[src/rtl/mul_pkg.sv]
// Shared definitions for the sequential Booth multiplier.
// Latency: n/a (types and constants only).
// Backpressure: n/a.
package mul_pkg;

    localparam int MUL_WIDTH = 16;
    localparam int MUL_STEPS = 16;
    // One extra bit so the counter can hold MUL_STEPS itself without wrapping.
    localparam int MUL_CNT_W = $clog2(MUL_STEPS) + 1;

    typedef enum logic [1:0] {
        IDLE   = 2'd0,
        CALC   = 2'd1,
        FINISH = 2'd2
    } mul_state_t;

endpackage

[src/rtl/mul_booth_step.sv]
// One radix-2 Booth recoding step: add/subtract Mreg per {Qreg[0], q_m1}, then
// arithmetic right shift of {A, Qreg, q_m1}.
// Latency: combinational. Backpressure: none.
// Ports: acc/qreg/q_m1 = current partial state, mreg = sign-extended multiplicand,
//        *_nxt = state after this step.
module mul_booth_step
    import mul_pkg::*;
#(
    parameter int WIDTH = MUL_WIDTH
) (
    input  logic [WIDTH:0]   acc,
    input  logic [WIDTH-1:0] qreg,
    input  logic             q_m1,
    input  logic [WIDTH:0]   mreg,
    output logic [WIDTH:0]   acc_nxt,
    output logic [WIDTH-1:0] qreg_nxt,
    output logic             q_m1_nxt
);

    logic [WIDTH:0] sum;

    always_comb begin
        sum = acc;
        case ({qreg[0], q_m1})
            2'b01:   sum = acc + mreg;
            2'b10:   sum = acc - mreg;
            default: sum = acc;
        endcase
        // Shift the combined {sum, qreg, q_m1} right by one, replicating the sign.
        acc_nxt  = {sum[WIDTH], sum[WIDTH:1]};
        qreg_nxt = {sum[0], qreg[WIDTH-1:1]};
        q_m1_nxt = qreg[0];
    end

endmodule

[src/rtl/mul_16.sv]
// Sequential signed WIDTHxWIDTH multiplier (radix-2 Booth, one step per clock).
// Latency: start accepted at T0, done/product valid in the cycle after T17; one op per 18 cycles.
// Backpressure: start is ignored while busy; no queueing, caller waits for done.
// Ports: clk, reset_n (async, active-low), start, multiplicand, multiplier (sampled with start),
//        product (held until next FINISH), busy, done (single-cycle pulse).
module mul_16
    import mul_pkg::*;
#(
    parameter int WIDTH = MUL_WIDTH
) (
    input  logic                 clk,
    input  logic                 reset_n,
    input  logic                 start,
    input  logic [WIDTH-1:0]     multiplicand,
    input  logic [WIDTH-1:0]     multiplier,
    output logic [2*WIDTH-1:0]   product,
    output logic                 busy,
    output logic                 done
);

    localparam logic [MUL_CNT_W-1:0] LAST_STEP = MUL_CNT_W'(WIDTH - 1);

    mul_state_t             state_q, state_d;
    logic [WIDTH:0]         acc_q, acc_d;
    logic [WIDTH:0]         mreg_q, mreg_d;
    logic [WIDTH-1:0]       qreg_q, qreg_d;
    logic                   q_m1_q, q_m1_d;
    logic [MUL_CNT_W-1:0]   count_q, count_d;
    logic [2*WIDTH-1:0]     product_d;
    logic                   busy_d;
    logic                   done_d;

    logic [WIDTH:0]         step_acc;
    logic [WIDTH-1:0]       step_qreg;
    logic                   step_q_m1;

    mul_booth_step #(
        .WIDTH    (WIDTH)
    ) u_step (
        .acc      (acc_q),
        .qreg     (qreg_q),
        .q_m1     (q_m1_q),
        .mreg     (mreg_q),
        .acc_nxt  (step_acc),
        .qreg_nxt (step_qreg),
        .q_m1_nxt (step_q_m1)
    );

    always_ff @(posedge clk or negedge reset_n) begin
        if (!reset_n) begin
            state_q <= IDLE;
            acc_q   <= '0;
            mreg_q  <= '0;
            qreg_q  <= '0;
            q_m1_q  <= 1'b0;
            count_q <= '0;
            product <= '0;
            busy    <= 1'b0;
            done    <= 1'b0;
        end else begin
            state_q <= state_d;
            acc_q   <= acc_d;
            mreg_q  <= mreg_d;
            qreg_q  <= qreg_d;
            q_m1_q  <= q_m1_d;
            count_q <= count_d;
            product <= product_d;
            busy    <= busy_d;
            done    <= done_d;
        end
    end

    always_comb begin
        state_d   = state_q;
        acc_d     = acc_q;
        mreg_d    = mreg_q;
        qreg_d    = qreg_q;
        q_m1_d    = q_m1_q;
        count_d   = count_q;
        product_d = product;
        busy_d    = busy;
        done_d    = 1'b0;

        case (state_q)
            IDLE: begin
                // busy drops here unless a new op is accepted in the same cycle,
                // which keeps it high continuously for back-to-back starts.
                busy_d = start;
                if (start) begin
                    state_d = CALC;
                    acc_d   = '0;
                    mreg_d  = {multiplicand[WIDTH-1], multiplicand};
                    qreg_d  = multiplier;
                    q_m1_d  = 1'b0;
                    count_d = '0;
                end
            end
            CALC: begin
                busy_d  = 1'b1;
                acc_d   = step_acc;
                qreg_d  = step_qreg;
                q_m1_d  = step_q_m1;
                count_d = count_q + 1'b1;
                if (count_q == LAST_STEP) begin
                    state_d = FINISH;
                end
            end
            FINISH: begin
                busy_d    = 1'b1;
                // The 33-bit {A, Qreg} always fits in 32 bits; A[WIDTH] is a redundant sign.
                product_d = {acc_q[WIDTH-1:0], qreg_q};
                done_d    = 1'b1;
                state_d   = IDLE;
            end
            default: begin
                state_d = IDLE;
            end
        endcase
    end

endmodule

[config.mk]
export PLATFORM = sky130hd
export DESIGN_NAME = mul_16
export DESIGN_NICKNAME = d
export VERILOG_FILES = /design/src/rtl/mul_pkg.sv /design/src/rtl/mul_booth_step.sv /design/src/rtl/mul_16.sv
export SDC_FILE = /design/constraint.sdc
export NUM_CORES = 1
export LEC_CHECK = 0
export ABC_CLOCK_PERIOD_IN_PS = 8800
export CELL_PAD_IN_SITES_DETAIL_PLACEMENT = 1
export CELL_PAD_IN_SITES_GLOBAL_PLACEMENT = 2
export CORE_ASPECT_RATIO = 2
export CORE_MARGIN = 2
export CORE_UTILIZATION = 38
export CTS_CLUSTER_DIAMETER = 200
export DETAILED_ROUTE_END_ITERATION = 16
export HOLD_SLACK_MARGIN = 0.08
export PLACE_DENSITY_LB_ADDON = 0.2
export SLEW_MARGIN = 20
export SYNTH_ARGS = -nofsm -noshare
export SYNTH_HDL_FRONTEND = slang
export SYNTH_SLANG_ARGS = --single-unit
[constraint.sdc]
create_clock -name clk -period 8.8 [get_ports clk]
set_input_delay 1.32 -clock clk [delete_from_list [all_inputs] [get_ports clk]]
set_output_delay 1.32 -clock clk [all_outputs]
set_load 0.01 [all_outputs]
After elaboration in Yosys (flattened, before gate mapping)
Index checks and enable logic that the tools add are counted.
Operators by class
  mux-type cells: 14
  reduce and logical (&&, ||, !) cells: 7
  equal/unequal tests: 7
  add/sub/neg operators: 3
Operator list (number)
  $pmux W17 S2: 2
  $pmux W16 S2: 1
  $add A17 B17 Y17: 1
  $mux W17: 1
  $sub A17 B17 Y17: 1
  $mux W16: 1
  $pmux W5 S2: 1
  $reduce_and A2 Y1: 3
  $add A5 B1 Y5 const B: 1
  $eq A5 B4 Y1 const B: 1
  $mux W5: 1
  $eq A2 B1 Y1 const B: 2
  $eq A2 B2 Y1 const B: 2
  $mux W2: 2
  $ne A2 B2 Y1 const B: 2
  $pmux W1 S2: 2
  $pmux W2 S2: 1
  $reduce_bool A2 Y1: 2
  $logic_not A2 Y1: 1
  $mux W1: 2
  $reduce_or A2 Y1: 1
Word-level totals
  output and inout bits: 34
  bits in registers: 91
  bits of input ports: 35
  logic and storage cells: 40

Depth between registers and ports, before layout
  depth after elaboration: 3
  gate-level depth with buffers: 16
  gate-level depth less buffers: 14

Hierarchy
A second synthesis with hierarchy kept.
Unflattened totals
  cell total of the unflattened synthesis: 478
  area, all modules: 5134.9 µm²
Modules (own cells, without submodules)
  mul_16: area an instance 3636.0 µm², sequential area each 2277.2 µm², instances 1, cells an instance 258
  mul_booth_step: area an instance 1498.9 µm², sequential area each 0.0 µm², instances 1, cells an instance 220

Worst setup path before layout
OpenSTA, ideal clock, no wires.
  path type: reg-to-reg
  start: register q_m1_q
  end: register acc_q[13]
  required time: 8.666 ns
  cell stages (with the launch flop): 15
  clock period less this slack: 3.017 ns
  buffers on the path: 2
  library setup time: 0.134 ns
  arrival: 2.883 ns
  setup slack: 5.783 ns
  cells stage by stage: dfrtp_1 > inv_1 > ha_1 > clkbuf_1 > clkbuf_1 > nor2_1 > xnor2_1 > ha_1 > nor2b_1 > o31a_1 > a41oi_1 > nor2_1 > a221oi_1 > xor2_1 > o21ai_0
Between the ends
  longest elaborated chain between the ends: 3
  elaborated cells between the ends (all ways): 4
  classes of those cells: eq/ne: 2; mux: 2
Ends and longest elaborated chain
  start: declaration: line mul_16.sv:27  | logic q_m1_q, q_m1_d;
  start signal: assignment: line mul_16.sv:65  | q_m1_q <= q_m1_d;
  $eq A2 B2 Y1 or $eq A2 B1 Y1 (tied branches): line mul_booth_step.sv:24  | case ({qreg[0], q_m1})
  $pmux W17 S2 (*): line mul_booth_step.sv:24
  $pmux W17 S2 (*): line mul_16.sv:84  | case (state_q)
  end signal: assignment: line mul_16.sv:52  | acc_q <= '0;
  end signal: assignment: line mul_16.sv:62  | acc_q <= acc_d;
  end: declaration: line mul_16.sv:24  | logic [WIDTH:0] acc_q, acc_d;
Every way passes the cells marked *; elsewhere a longest branch is shown, timed or not.
A chain may end at the register's enable or synchronous reset.

Worst setup path in the final report
  start: input start
  end: register acc_q[14]
Between the ends
  longest elaborated chain between the ends: 2
Ends and longest elaborated chain
  start: declaration: line mul_16.sv:13  | input logic start,
  $ne A2 B2 Y1 (no source line)
  $reduce_and A2 Y1 (no source line)
No other way between the ends.

==> run_summary.xml <==
<?xml version="1.0" encoding="UTF-8"?>
<metrics>
  <group name="grt">
    <metric name="grt_use_total" unit="%">20.0</metric>
    <metric name="antenna_found_initial" unit="">0</metric>
    <metric name="grt_pass1_vias" unit="">4205</metric>
    <metric name="grt_max_degree" unit="">50</metric>
    <metric name="global_route_wire_length_before_repair" unit="um">21400</metric>
    <metric name="grt.overflow.total" unit="">0</metric>
  </group>
  <group name="flow_run">
    <metric name="cap_violations" unit="">0</metric>
  </group>
  <group name="sta">
    <metric name="fin_setup_tns" unit="ps">0</metric>
    <metric name="final_critical_path_setup_slack" unit="ps">5070</metric>
    <metric name="hold_ws" unit="ps">506</metric>
    <metric name="layout_min_cycle_time" unit="ps">3730</metric>
    <metric name="grt_setup_unrepaired" unit="">no</metric>
    <metric name="hold_viol_final" unit="">0</metric>
    <metric name="fin_worst_skew" unit="ps">7.39</metric>
    <metric name="fmax" unit="MHz">268</metric>
    <metric name="max_slew.worst_pin.slew" unit="ps">821</metric>
    <metric name="report.final.slew_viol_count" unit="">0</metric>
    <metric name="finalCritPeriodShare" unit="%">42.4</metric>
    <metric name="relSlewSlack" unit="%">45.2</metric>
    <metric name="setup_violations" unit="">0</metric>
  </group>
  <group name="floorplan">
    <metric name="total_i_o_pin_count" unit="">69</metric>
    <metric name="fp.dieH" unit="um">162</metric>
    <metric name="die_width" unit="um">83.2</metric>
    <metric name="std_cell_rows" unit="">57</metric>
    <metric name="initial_core_util" unit="%">39.1</metric>
    <metric name="core" unit="um^2">12200</metric>
    <metric name="fp.dieArea" unit="um^2">13500</metric>
  </group>
  <group name="clock_tree">
    <metric name="clock_tree.root_cell" unit="">sky130_fd_sc_hd__clkbuf_16</metric>
    <metric name="h_tree_depth" unit="">3</metric>
    <metric name="cts_num_sinks" unit="">90</metric>
    <metric name="cts_buffers" unit="">9</metric>
    <metric name="tritoncts" unit="">built</metric>
    <metric name="post-cts-setup-buffer-count" unit="">0</metric>
    <metric name="post_cts.resized_instances" unit="">0</metric>
    <metric name="insertion_delay" unit="ps">350</metric>
    <metric name="hold_buffers" unit="">0</metric>
    <metric name="worst_setup_hold_path_clk_slew" unit="ps">70</metric>
    <metric name="clk_path_buf_depth" unit="">2</metric>
  </group>
  <group name="logic_synthesis">
    <metric name="yosys.cell_types.count" unit="">44</metric>
    <metric name="ys_warn_count" unit="">0</metric>
    <metric name="syn-num-nets" unit="">512</metric>
    <metric name="synth_seq_area_share" unit="%">47.2</metric>
    <metric name="synth_edf_count" unit="">0</metric>
    <metric name="netlist_area_pre_place" unit="um^2">4770</metric>
    <metric name="post_synthesis_cell_count" unit="">452</metric>
    <metric name="synth.ff_latch_count" unit="">90</metric>
    <metric name="ys_async_sr_fraction" unit="%">100</metric>
    <metric name="synthesis.area_per_instance" unit="um^2">10.6</metric>
    <metric name="synth_ff_type" unit="">sky130_fd_sc_hd__dfrtp_1</metric>
  </group>
  <group name="place">
    <metric name="hpwlAfterDp" unit="um">9760</metric>
    <metric name="place_ws" unit="ps">4680</metric>
    <metric name="place_inst" unit="">650</metric>
    <metric name="placement.io_buffers" unit="">68</metric>
    <metric name="gp_congestion" unit="">0.839</metric>
  </group>
  <group name="worst_setup_path">
    <metric name="worst-path-max-fanout" unit="">24</metric>
    <metric name="setup.worst_path.class" unit="">input port to flop</metric>
    <metric name="critical_path.n_buffers_inverters" unit="">2</metric>
    <metric name="timing.critical_path.to_type" unit="">flop</metric>
    <metric name="setup.worst_path.end" unit="">acc_q[14]</metric>
    <metric name="crit_family" unit="">simple AND/OR/NAND/NOR gates</metric>
    <metric name="critPathLaunchType" unit="">input port</metric>
    <metric name="cpMaxStageDelayCell" unit="">sky130_fd_sc_hd__or2_2</metric>
    <metric name="critical_path_depth" unit="">8</metric>
    <metric name="critPathMostFrequentCell" unit="">sky130_fd_sc_hd__nand2_1</metric>
    <metric name="cp-startpoint" unit="">start</metric>
    <metric name="regToRegSetupSlack" unit="ps">5300</metric>
    <metric name="cp_slowest_stage_delay" unit="ps">620</metric>
    <metric name="worstPathCellList" unit="">clkdlybuf4s50_1 &gt; nand2b_1 &gt; buf_4 &gt; nand2_1 &gt; or2_2 &gt; or3_1 &gt; and3_1 &gt; nand2_1</metric>
    <metric name="worstReg2RegStart" unit="">qreg_q[0]</metric>
    <metric name="critical_path_arrival" unit="ps">4020</metric>
    <metric name="r2r.worst_path.cells" unit="">13</metric>
    <metric name="worstPathRequired" unit="ps">9090</metric>
    <metric name="rr_endpoint" unit="">acc_q[15]</metric>
  </group>
  <group name="power">
    <metric name="internal_power" unit="mW">1.37</metric>
    <metric name="clockPowerShare" unit="%">19.2</metric>
    <metric name="power.net_switching" unit="mW">1.06</metric>
    <metric name="irDropWorstVdd" unit="V">0.000153</metric>
    <metric name="leakagePower" unit="nW">2.56</metric>
    <metric name="power.share.sequential" unit="%">27.7</metric>
    <metric name="power.density" unit="nW/um^2">409</metric>
    <metric name="share_comb_of_total_power" unit="%">53.1</metric>
    <metric name="power.share.switching" unit="%">43.5</metric>
    <metric name="total_power" unit="mW">2.43</metric>
  </group>
  <group name="drt">
    <metric name="route.detailed.drc" unit="">0</metric>
    <metric name="via_per_inst" unit="">5.66</metric>
    <metric name="detail-route-antenna-nets" unit="">0</metric>
    <metric name="drt_first_iter_violations" unit="">107</metric>
    <metric name="drt-total-wl" unit="um">13100</metric>
    <metric name="drt-wirelength-per-cell" unit="um">19.7</metric>
    <metric name="drt_pre_antenna_iters" unit="">4</metric>
    <metric name="via_count" unit="">3771</metric>
  </group>
  <group name="cells_and_area">
    <metric name="layout-area-overhead-vs-synth" unit="%">24.6</metric>
    <metric name="insertedDiodeCount" unit="">0</metric>
    <metric name="finish.cell_count_without_fillers" unit="">666</metric>
    <metric name="share_of_final_layout_standard_cells_stronger_than_drive_strength_1" unit="%">14.5</metric>
    <metric name="layout.cells.most_common_list" unit="">90 x sky130_fd_sc_hd__dfrtp_1, 67 x sky130_fd_sc_hd__clkdlybuf4s50_1, 49 x sky130_fd_sc_hd__mux2_2</metric>
    <metric name="nNetsFinal" unit="">574</metric>
    <metric name="layout_commonest_cell" unit="">sky130_fd_sc_hd__dfrtp_1</metric>
  </group>
  <group name="status">
    <metric name="outcome" unit="">completed</metric>
  </group>
  <group name="hold_path">
    <metric name="holdCritPathClass" unit="">flop to flop</metric>
  </group>
</metrics>
==> per-layer routing <==
metal	routed length [um]	vias up	global-route usage, %
met4	307	0	7.30
met2	7810	56	40.8
met3	275	16	2.89
met1	4700	1926	19.9
li1	-	1773	-
met5	0	-	0
==> how the worst min path moves through the flow <==
stage	depth (start not counted)	to	start	slack, ps
2_1_floorplan	2	count_q[4]	count_q[4]	480
3_3_place_gp	2	busy	busy	480
3_5_place_dp	2	busy	busy	480
4_1_cts	1	product[19]	product[19]	510
5_1_grt	1	product[1]	product[1]	530
6_report	1	product[24]	product[24]	510
==> synth_stat cells (6+ instances only) <==
| cell | instances | area (um^2) |
|---|---|---|
| sky130_fd_sc_hd__and3_1 | 6 | 37.5 |
| sky130_fd_sc_hd__inv_1 | 13 | 48.8 |
| sky130_fd_sc_hd__clkbuf_1 | 17 | 63.8 |
| sky130_fd_sc_hd__nand2_1 | 20 | 75.1 |
| sky130_fd_sc_hd__a21oi_1 | 38 | 190 |
| sky130_fd_sc_hd__dfrtp_1 | 90 | 2250 |
| sky130_fd_sc_hd__ha_1 | 24 | 300 |
| sky130_fd_sc_hd__a22oi_1 | 10 | 75.1 |
| sky130_fd_sc_hd__o21ai_0 | 32 | 160 |
| sky130_fd_sc_hd__nor2_1 | 28 | 105 |
| sky130_fd_sc_hd__o22ai_1 | 33 | 206 |
| sky130_fd_sc_hd__nor3_1 | 6 | 30.0 |
| sky130_fd_sc_hd__xnor2_1 | 21 | 184 |
| sky130_fd_sc_hd__mux2_2 | 49 | 552 |
==> cell type report <==
class,instances,area (um^2)
inverter,14,52.6
clock buffer,10,239
timing repair buffer,73,716
sequential,90,2250
clock inverter,6,119
tap,147,184
fill,1345,6250
multi-input combinational,326,2380
==> kinds of logic (layout without fill, tap and decap cells) <==
group                    after synthesis  in the layout  synth area share [%]
AO/OA/AOI/OAI                        140            140                  17.9
flip-flops                            90             90                  47.2
AND/OR/NAND/NOR                       83             83                  8.34
multiplexers                          52             52                  12.2
buffers and inverters                 36            103                  2.83
XOR/XNOR                              26             26                  4.77
adder cells (fa/ha/maj)               25             25                  6.71
==> per-stage QoR <==
step	utilization (%)	cell area, um^2
after global placement	45.8	5590
after detailed placement	45.8	5590
after global routing	48.8	5950
final	48.8	5950
after CTS	48.8	5950
after floorplan	-	4770
==> registers in the layout, summed over array words and instances (netlist names) <==
| name | count |
|---|---|
| busy | 1 |
| done | 1 |
| q_m1_q | 1 |
| mreg_q | 16 |
| qreg_q | 16 |
| acc_q | 16 |
| state_q | 2 |
| count_q | 5 |
| product | 32 |
==> worst register-to-register path, cell delays in order (launching register included) <==
cell and delay [ps]:
sky130_fd_sc_hd__dfrtp_1 420, sky130_fd_sc_hd__ha_1 540, sky130_fd_sc_hd__a21oi_1 160, sky130_fd_sc_hd__nor2_1 270, sky130_fd_sc_hd__o21ai_0 160, sky130_fd_sc_hd__xnor2_1 240
sky130_fd_sc_hd__ha_1 360, sky130_fd_sc_hd__a21oi_1 150, sky130_fd_sc_hd__o21ai_0 180, sky130_fd_sc_hd__a211oi_1 290, sky130_fd_sc_hd__o21ai_0 160, sky130_fd_sc_hd__xnor2_1 240
sky130_fd_sc_hd__nor3_1 70, sky130_fd_sc_hd__o32ai_1 140
==> power groups by stage <==
stage / clock [mW] / sequential (mW) / combinational [mW]
after floorplan: 0 / 0.636 / 0.966
after global placement: 0 / 0.681 / 1.26
after detailed placement: 0 / 0.685 / 1.29
after CTS: 0.473 / 0.678 / 1.31
after global routing: 0.487 / 0.695 / 1.45
final: 0.466 / 0.675 / 1.29
No activity file was read; power rests on OpenSTA's default activity.
